<file path="config.mk">
export PLATFORM = sky130hd
export DESIGN_NAME = riscv_core_div
export DESIGN_NICKNAME = d
export VERILOG_FILES = /design/src/rtl/riscv_core_pkg.sv /design/src/rtl/riscv_core_div.sv
export SDC_FILE = /design/constraint.sdc
export NUM_CORES = 1
export LEC_CHECK = 0
export BUFFER_PORTS_ARGS = -buffer_cell sky130_fd_sc_hd__buf_2
export CAP_MARGIN = 15
export CORE_MARGIN = 2
export CORE_UTILIZATION = 45
export CTS_CLUSTER_SIZE = 25
export DETAILED_ROUTE_END_ITERATION = 10
export GPL_ROUTABILITY_DRIVEN = 0
export MAX_ROUTING_LAYER = met4
export SYNTH_ARGS = -nofsm -noshare
export SYNTH_HDL_FRONTEND = slang
export SYNTH_SLANG_ARGS = --single-unit
</file>
<file path="constraint.sdc">
create_clock -name i_clk -period 3.7 [get_ports i_clk]
set_input_delay 0.74 -clock i_clk [delete_from_list [all_inputs] [get_ports i_clk]]
set_output_delay 0.74 -clock i_clk [all_outputs]
set_load 0.05 [all_outputs]
</file>
<file path="src/rtl/riscv_core_pkg.sv">
// Shared core package: divider state encoding and the M-extension divide op
// encoding (funct3[1:0]).
package riscv_core_pkg;

    typedef enum logic [1:0] {
        DIV_IDLE = 2'b00,
        DIV_CALC = 2'b01,
        DIV_FIX  = 2'b10,
        DIV_DONE = 2'b11
    } div_state_e;

    typedef enum logic [1:0] {
        OP_DIV  = 2'b00,
        OP_DIVU = 2'b01,
        OP_REM  = 2'b10,
        OP_REMU = 2'b11
    } div_op_e;

endpackage

</file>
<file path="src/rtl/riscv_core_div.sv">
// Iterative restoring divider for DIV/DIVU/REM/REMU: one quotient bit per
// cycle on magnitudes, sign fix-up in a single extra cycle.
module riscv_core_div
    import riscv_core_pkg::*;
#(
    parameter int XLEN = 32
) (
    input  logic            i_clk,
    input  logic            i_rst_n,
    input  logic            i_div_start,
    input  logic [1:0]      i_div_op,
    input  logic [XLEN-1:0] i_div_rs1,
    input  logic [XLEN-1:0] i_div_rs2,
    input  logic            i_div_kill,
    output logic            o_div_busy,
    output logic            o_div_valid,
    output logic [XLEN-1:0] o_div_result
);

    localparam int CW = $clog2(XLEN);

    function automatic logic [XLEN-1:0] f_neg_if(input logic [XLEN-1:0] a, input logic en);
        return en ? (~a + XLEN'(1)) : a;
    endfunction

    div_state_e      r_state, w_state_nxt;
    div_op_e         r_op, w_op_nxt;
    logic [XLEN-1:0] r_quo, w_quo_nxt;
    logic [XLEN-1:0] r_rem, w_rem_nxt;
    logic [XLEN-1:0] r_dvs, w_dvs_nxt;
    logic [XLEN-1:0] r_result, w_result_nxt;
    logic            r_neg_q, w_neg_q_nxt;
    logic            r_neg_r, w_neg_r_nxt;
    logic [CW-1:0]   r_cnt, w_cnt_nxt;

    logic            w_start, w_signed, w_rs1_neg, w_rs2_neg, w_div0, w_ovf;
    logic [XLEN:0]   w_shift, w_diff;
    logic            w_ge;

    assign w_start   = i_div_start && !i_div_kill &&
                       (r_state == DIV_IDLE || r_state == DIV_DONE);
    assign w_signed  = ~i_div_op[0];
    assign w_rs1_neg = w_signed & i_div_rs1[XLEN-1];
    assign w_rs2_neg = w_signed & i_div_rs2[XLEN-1];
    assign w_div0    = (i_div_rs2 == '0);
    assign w_ovf     = w_signed && (i_div_rs1 == {1'b1, {(XLEN-1){1'b0}}}) && (i_div_rs2 == '1);

    // Borrow shows up in bit XLEN because the shifted remainder is below 2*divisor.
    assign w_shift = {r_rem, r_quo[XLEN-1]};
    assign w_diff  = w_shift - {1'b0, r_dvs};
    assign w_ge    = ~w_diff[XLEN];

    always_comb begin
        w_state_nxt  = r_state;
        w_op_nxt     = r_op;
        w_quo_nxt    = r_quo;
        w_rem_nxt    = r_rem;
        w_dvs_nxt    = r_dvs;
        w_result_nxt = r_result;
        w_neg_q_nxt  = r_neg_q;
        w_neg_r_nxt  = r_neg_r;
        w_cnt_nxt    = r_cnt;
        if (i_div_kill) begin
            w_state_nxt = DIV_IDLE;
        end else begin
            case (r_state)
                DIV_IDLE, DIV_DONE: begin
                    w_state_nxt = DIV_IDLE;
                    if (w_start) begin
                        w_op_nxt = div_op_e'(i_div_op);
                        if (w_div0) begin
                            w_result_nxt = i_div_op[1] ? i_div_rs1 : '1;
                            w_state_nxt  = DIV_DONE;
                        end else if (w_ovf) begin
                            w_result_nxt = i_div_op[1] ? '0 : i_div_rs1;
                            w_state_nxt  = DIV_DONE;
                        end else begin
                            w_quo_nxt   = f_neg_if(i_div_rs1, w_rs1_neg);
                            w_dvs_nxt   = f_neg_if(i_div_rs2, w_rs2_neg);
                            w_rem_nxt   = '0;
                            w_neg_q_nxt = w_rs1_neg ^ w_rs2_neg;
                            w_neg_r_nxt = w_rs1_neg;
                            w_cnt_nxt   = CW'(XLEN - 1);
                            w_state_nxt = DIV_CALC;
                        end
                    end
                end
                DIV_CALC: begin
                    w_rem_nxt = w_ge ? w_diff[XLEN-1:0] : w_shift[XLEN-1:0];
                    w_quo_nxt = {r_quo[XLEN-2:0], w_ge};
                    w_cnt_nxt = r_cnt - CW'(1);
                    if (r_cnt == '0) w_state_nxt = DIV_FIX;
                end
                DIV_FIX: begin
                    w_result_nxt = (r_op == OP_REM || r_op == OP_REMU) ?
                                   f_neg_if(r_rem, r_neg_r) : f_neg_if(r_quo, r_neg_q);
                    w_state_nxt  = DIV_DONE;
                end
                default: w_state_nxt = DIV_IDLE;
            endcase
        end
    end

    always_ff @(posedge i_clk or negedge i_rst_n) begin
        if (!i_rst_n) begin
            r_state  <= DIV_IDLE;
            r_op     <= OP_DIV;
            r_quo    <= '0;
            r_rem    <= '0;
            r_dvs    <= '0;
            r_result <= '0;
            r_neg_q  <= 1'b0;
            r_neg_r  <= 1'b0;
            r_cnt    <= '0;
        end else begin
            r_state  <= w_state_nxt;
            r_op     <= w_op_nxt;
            r_quo    <= w_quo_nxt;
            r_rem    <= w_rem_nxt;
            r_dvs    <= w_dvs_nxt;
            r_result <= w_result_nxt;
            r_neg_q  <= w_neg_q_nxt;
            r_neg_r  <= w_neg_r_nxt;
            r_cnt    <= w_cnt_nxt;
        end
    end

    assign o_div_busy   = (r_state == DIV_CALC) || (r_state == DIV_FIX);
    assign o_div_valid  = (r_state == DIV_DONE) && !i_div_kill;
    assign o_div_result = r_result;

endmodule

</file>
# Word-level counts from Yosys, hierarchy flattened

Cells that the tools add are included.

Flip-flop bits (word level): 139
Latch bits: 0
Memory bits (writable): 0
ROM bits: 0
Output and inout port bits: 34
Logic and storage cells: 88
Memories: 0

Add/sub/neg operators: 6
$mul: 0
Divide/modulo/power cells: 0
Order comparisons: 0
Equality and inequality tests: 12
Shifts and indexed selects: 0
Muxes and demuxes: 30
Bitwise operators: 12
Reductions and logical operators: 19

Operators with widths:

| kind                                                               | number |
|---|---|
| 32-bit two-way mux                                                 | 17 |
| 32-bit case mux with 2 select lines                                | 3 |
| 32-bit by 1-bit adder with 32-bit output, second input constant    | 4 |
| 32-bit inverter                                                    | 4 |
| 32-bit == test, second input constant                              | 2 |
| 33-bit by 32-bit subtractor with 33-bit output                     | 1 |
| 32-bit zero test                                                   | 1 |
| 5-bit two-way mux                                                  | 3 |
| 2-bit two-way mux                                                  | 5 |
| 5-bit case mux with 2 select lines                                 | 1 |
| 5-bit AND reduction                                                | 2 |
| 2-bit == test, second input constant                               | 4 |
| 2-bit != test, second input constant                               | 3 |
| 3-bit != test, second input constant                               | 2 |
| 2-bit case mux with 3 select lines                                 | 1 |
| 1-bit logical AND                                                  | 5 |
| 5-bit zero test                                                    | 1 |
| 1-bit inverter                                                     | 5 |
| 5-bit by 1-bit subtractor with 5-bit output, second input constant | 1 |
| 4-bit AND reduction                                                | 1 |
| 2-bit nonzero test                                                 | 2 |
| 1-bit logical OR                                                   | 3 |
| 3-bit AND reduction                                                | 1 |
| 1-bit AND                                                          | 2 |
| other kinds (5)                                                    | 5 |

# Depth between registers and ports, before layout

Depth in word-level cells: 8
Mapped depth: 13

# Least setup slack after synthesis

OpenSTA, ideal clock, no wires.

Path type: input-to-reg
From: input port i_div_rs1[1]
To: register r_rem[31]
Setup time: 147 ps
Arrival time: 2818 ps
Path slack: 735 ps
Cell stages on the path: 10
Buffers on the path: 1
Cells stage by stage: inv_1 > ha_1 > nor4b_1 > nand4_1 > or3_1 > o31ai_2 > buf_2 > nor4_1 > a221oi_1 > o311ai_1

Longest elaborated chain between the ends: 5

RTL lines:

| item                           | RTL line              | RTL |
|---|---|---|
| start: declaration             | riscv_core_div.sv:12  | `input logic [XLEN-1:0] i_div_rs1,` |
| 32-bit == test                 | riscv_core_div.sv:46  | `assign w_ovf = w_signed && (i_div_rs1 == {1'b1, {(XLEN-1){1'b0}}}) && (i_div_rs2 == '1);` |
| 1-bit logical AND (2 in a row) | riscv_core_div.sv:46  |  |
| 2-bit != test (no line)        | --                    |  |
| 5-bit AND reduction (no line)  | --                    |  |
| end signal: assignment         | riscv_core_div.sv:119 | `r_rem <= w_rem_nxt;` |
| end: declaration               | riscv_core_div.sv:29  | `logic [XLEN-1:0] r_rem, w_rem_nxt;` |

No other way between the ends.
A chain may end at the register's enable or synchronous reset.

# Worst setup path in the final report

From: register r_rem[0]
To: register r_rem[10]

Longest elaborated chain between the ends: 3

RTL lines:

| item                                           | RTL line             | RTL |
|---|---|---|
| 33-bit by 32-bit subtractor with 33-bit output | riscv_core_div.sv:50 | `assign w_diff = w_shift - {1'b0, r_dvs};` |
| 32-bit two-way mux                             | riscv_core_div.sv:89 | `w_rem_nxt = w_ge ? w_diff[XLEN-1:0] : w_shift[XLEN-1:0];` |
| 32-bit case mux with 2 select lines            | riscv_core_div.sv:66 | `case (r_state)` |

No other way between the ends.

==> flow_summary.yaml <==
timing:
  skew_ns: 0.0141
  setup_viol: 0
  fin_tns_setup_ns: 0
  slew_violations: 0
  slew_headroom_pct: 22.9
  min_period_ns: 3.53
  period_share_pct: 95.4
  max_freq_mhz: 283
  whs_ns: 0.313
  grt_setup_unrepaired: "no"
  worstMarginPinSlew_ns: 1.15
  hold_viol: 0
yosys:
  synth_area_per_cell_um2: 8.08
  yosys-top-cells-area: "dfrtp_1, xnor2_1, nand2_1, o21ai_0, ha_1"
  synth_area_um2: 11400
  synthCells: 1413
  yosys.area.top_type: "dfrtp_1"
  ys_ff_latch: 138
  syn_nets: 1526
  synth-main-ff-cell: "dfrtp_1"
  yosysSeqAreaShare_pct: 30.3
  synth_top_area_share_pct: 30.3
  synth_edf_count: 0
  yosys-top-cells-count: "nand2_1, dfrtp_1, nor2_1"
  yosysMostFrequentCell: "nand2_1"
  synthDistinctLibCells: 85
  yosysWarnings: 0
  async_flop_share_pct: 100
global_route:
  grt_max_degree: 67
  grt_pass1_wl_mm: 55.7
  grt_use_total_pct: 27.3
  antenna_found_initial: 0
  grt-ovfl-total: 0
  grt_pass1_vias: 10300
routing:
  wire_per_inst_um: 18.9
  drt-pass1-iter-count: 5
  via_count: 11000
  viasPerCell: 5.99
  antenna_left: 0
  dr.first_iter.drc_count: 843
  finalWirelength_mm: 34.8
  drc: 0
die:
  start_util_pct: 45.6
  fp.dieH_um: 163
  rows: 58
  core_um2: 25000
  ios: 104
  die_w_um: 163
  die-area_um2: 26700
power:
  p_per_area_nw_per_um2: 877
  leakage_nw: 5.54
  vdd_drop_max_v: 0.000358
clock_network:
  cts.clk_slew.worst_paths_ns: 0.07
  cts_buffers: 17
  cts_hold_buf: 0
  htreeDepth: 4
  root_buffer: "clkbuf_16"
  max-clock-path-buffers: 2
  clock_latency_ns: 0.43
  cts_tree: "yes"
  cts.sinks: 138
  cts_resized: 0
finish:
  drive_gt1_share_pct: 14.4
  n_antenna_cell: 0
  syn2layout_area_growth_pct: 14.1
  nets: 1606
critical_path:
  timing.setup.critical_path_class: "reg -> reg"
  cp.required_ns: 4.00
  arrival_ns: 3.83
  crit_path_end_kind: "flop"
  worst-path-max-fanout: 10
  reg2reg_setup_slack_ns: 0.17
  worstSetupStartpointType: "flop"
  r2r_cells: 10
min_path:
  hold_path.class: "in -> async"
job:
  cap_viol_max_count: 0
status:
  status: "finished, final reports clean"
placed_design:
  post-dp-hpwl_mm: 26.1
  io_buffers: 103
[cells in the final DEF (no fill, tap or decap), types with 11 or more instances in the layout]
| cell type | count |
|---|---|
| o21ai_0 | 115 |
| a32oi_1 | 24 |
| clkbuf_16 | 17 |
| nand3_1 | 36 |
| buf_4 | 40 |
| inv_1 | 63 |
| xor2_1 | 59 |
| o311ai_1 | 14 |
| nor3_1 | 33 |
| a21o_1 | 14 |
| or4_1 | 11 |
| xnor2_1 | 87 |
| nand2_1 | 159 |
| o211ai_1 | 24 |
| nor2_1 | 115 |
| maj3_1 | 12 |
| buf_2 | 102 |
| nand2b_1 | 14 |
| o31ai_1 | 33 |
| ha_1 | 42 |
| dfrtp_1 | 138 |
| or3_1 | 16 |
| nand4_1 | 27 |
| o41ai_1 | 16 |
| a31oi_1 | 25 |
| nor4_1 | 12 |
| a21oi_1 | 93 |
[metrics by stage]
stage	utilization, %	total power, W	instance area, um^2	instances	setup slack, ns
detailed placement	49.5	0.00953	12400	1804	0.151
global route	52.0	0.0123	13000	1836	0.00750
finish	52.0	0.0114	13000	1836	0.171
floorplan	-	0.00774	11400	1413	0.735
CTS	52.0	0.0114	13000	1836	0.156
global placement	49.5	0.00943	12400	1804	0.228
[report_power, final]
group          total, W  leakage (nW)  switching [W]  internal [W]
logic           0.00675          3.51        0.00435       0.00240
registers       0.00281          1.73       0.000690       0.00212
clock network   0.00185         0.295       0.000690       0.00116
[path summary, 6_finish.rpt]
kind,to,from
worst max-delay path,r_rem[10],r_rem[0]
worst min-delay path,r_quo[5],i_rst_n
worst max register to register,r_rem[10],r_rem[0]
worst min register to register,o_div_result[11],o_div_result[11]
max in group asynchronous,r_quo[20],i_rst_n
min in group i_clk,o_div_result[11],o_div_result[11]
[registers in the layout (all words and copies together), names as in the netlist]
name / count
o_div_result: 32
r_dvs: 32
r_quo: 32
r_rem: 32
r_cnt: 5
r_state: 2
r_neg_q: 1
r_neg_r: 1
r_op: 1
[final cells by class]
class	instances	area (um^2)
clock buffers	21	460
clock inverters	11	169
fillers	2446	12000
inverters	64	240
multi-input cells	1124	7360
flip-flops and latches	138	3450
well taps	330	413
repair buffers	148	922
[cells by family after synthesis]
| logic type | count (synthesis) | synth area share [%] |
|---|---|---|
| AND/OR/NAND/NOR | 470 | 20.0 |
| AO/OA/AOI/OAI | 438 | 25.6 |
| buffers and inverters | 151 | 5.54 |
| XOR/XNOR | 148 | 11.6 |
| flip-flops | 138 | 30.3 |
| adder cells (fa/ha/maj) | 55 | 5.83 |
| multiplexers | 13 | 1.20 |
[critical path: stages (launching register included)]
cell	delay [ns]
dfrtp_1	0.48
inv_1	0.17
fa_1	0.48
nand2b_1	0.19
a21oi_1	0.27
o41a_2	0.24
a311oi_2	0.19
o31ai_4	0.54
xor2_4	0.47
mux2i_1	0.28
o31ai_1	0.08
[repair_timing]
action,4_1_cts,5_1_grt
endpoints found under the hold margin,0,0
buffers inserted,0,0
endpoints found under the setup margin,0,6
[layer usage]
metal  vias up  track usage (%)  wire [um]
met1      5249             36.7      16000
met3        49             3.48       1990
li1       5340                -          -
met4         0             7.92        736
met2       361             43.2      16100
met5         -                -          0
Power figures use the tool's default switching activity.
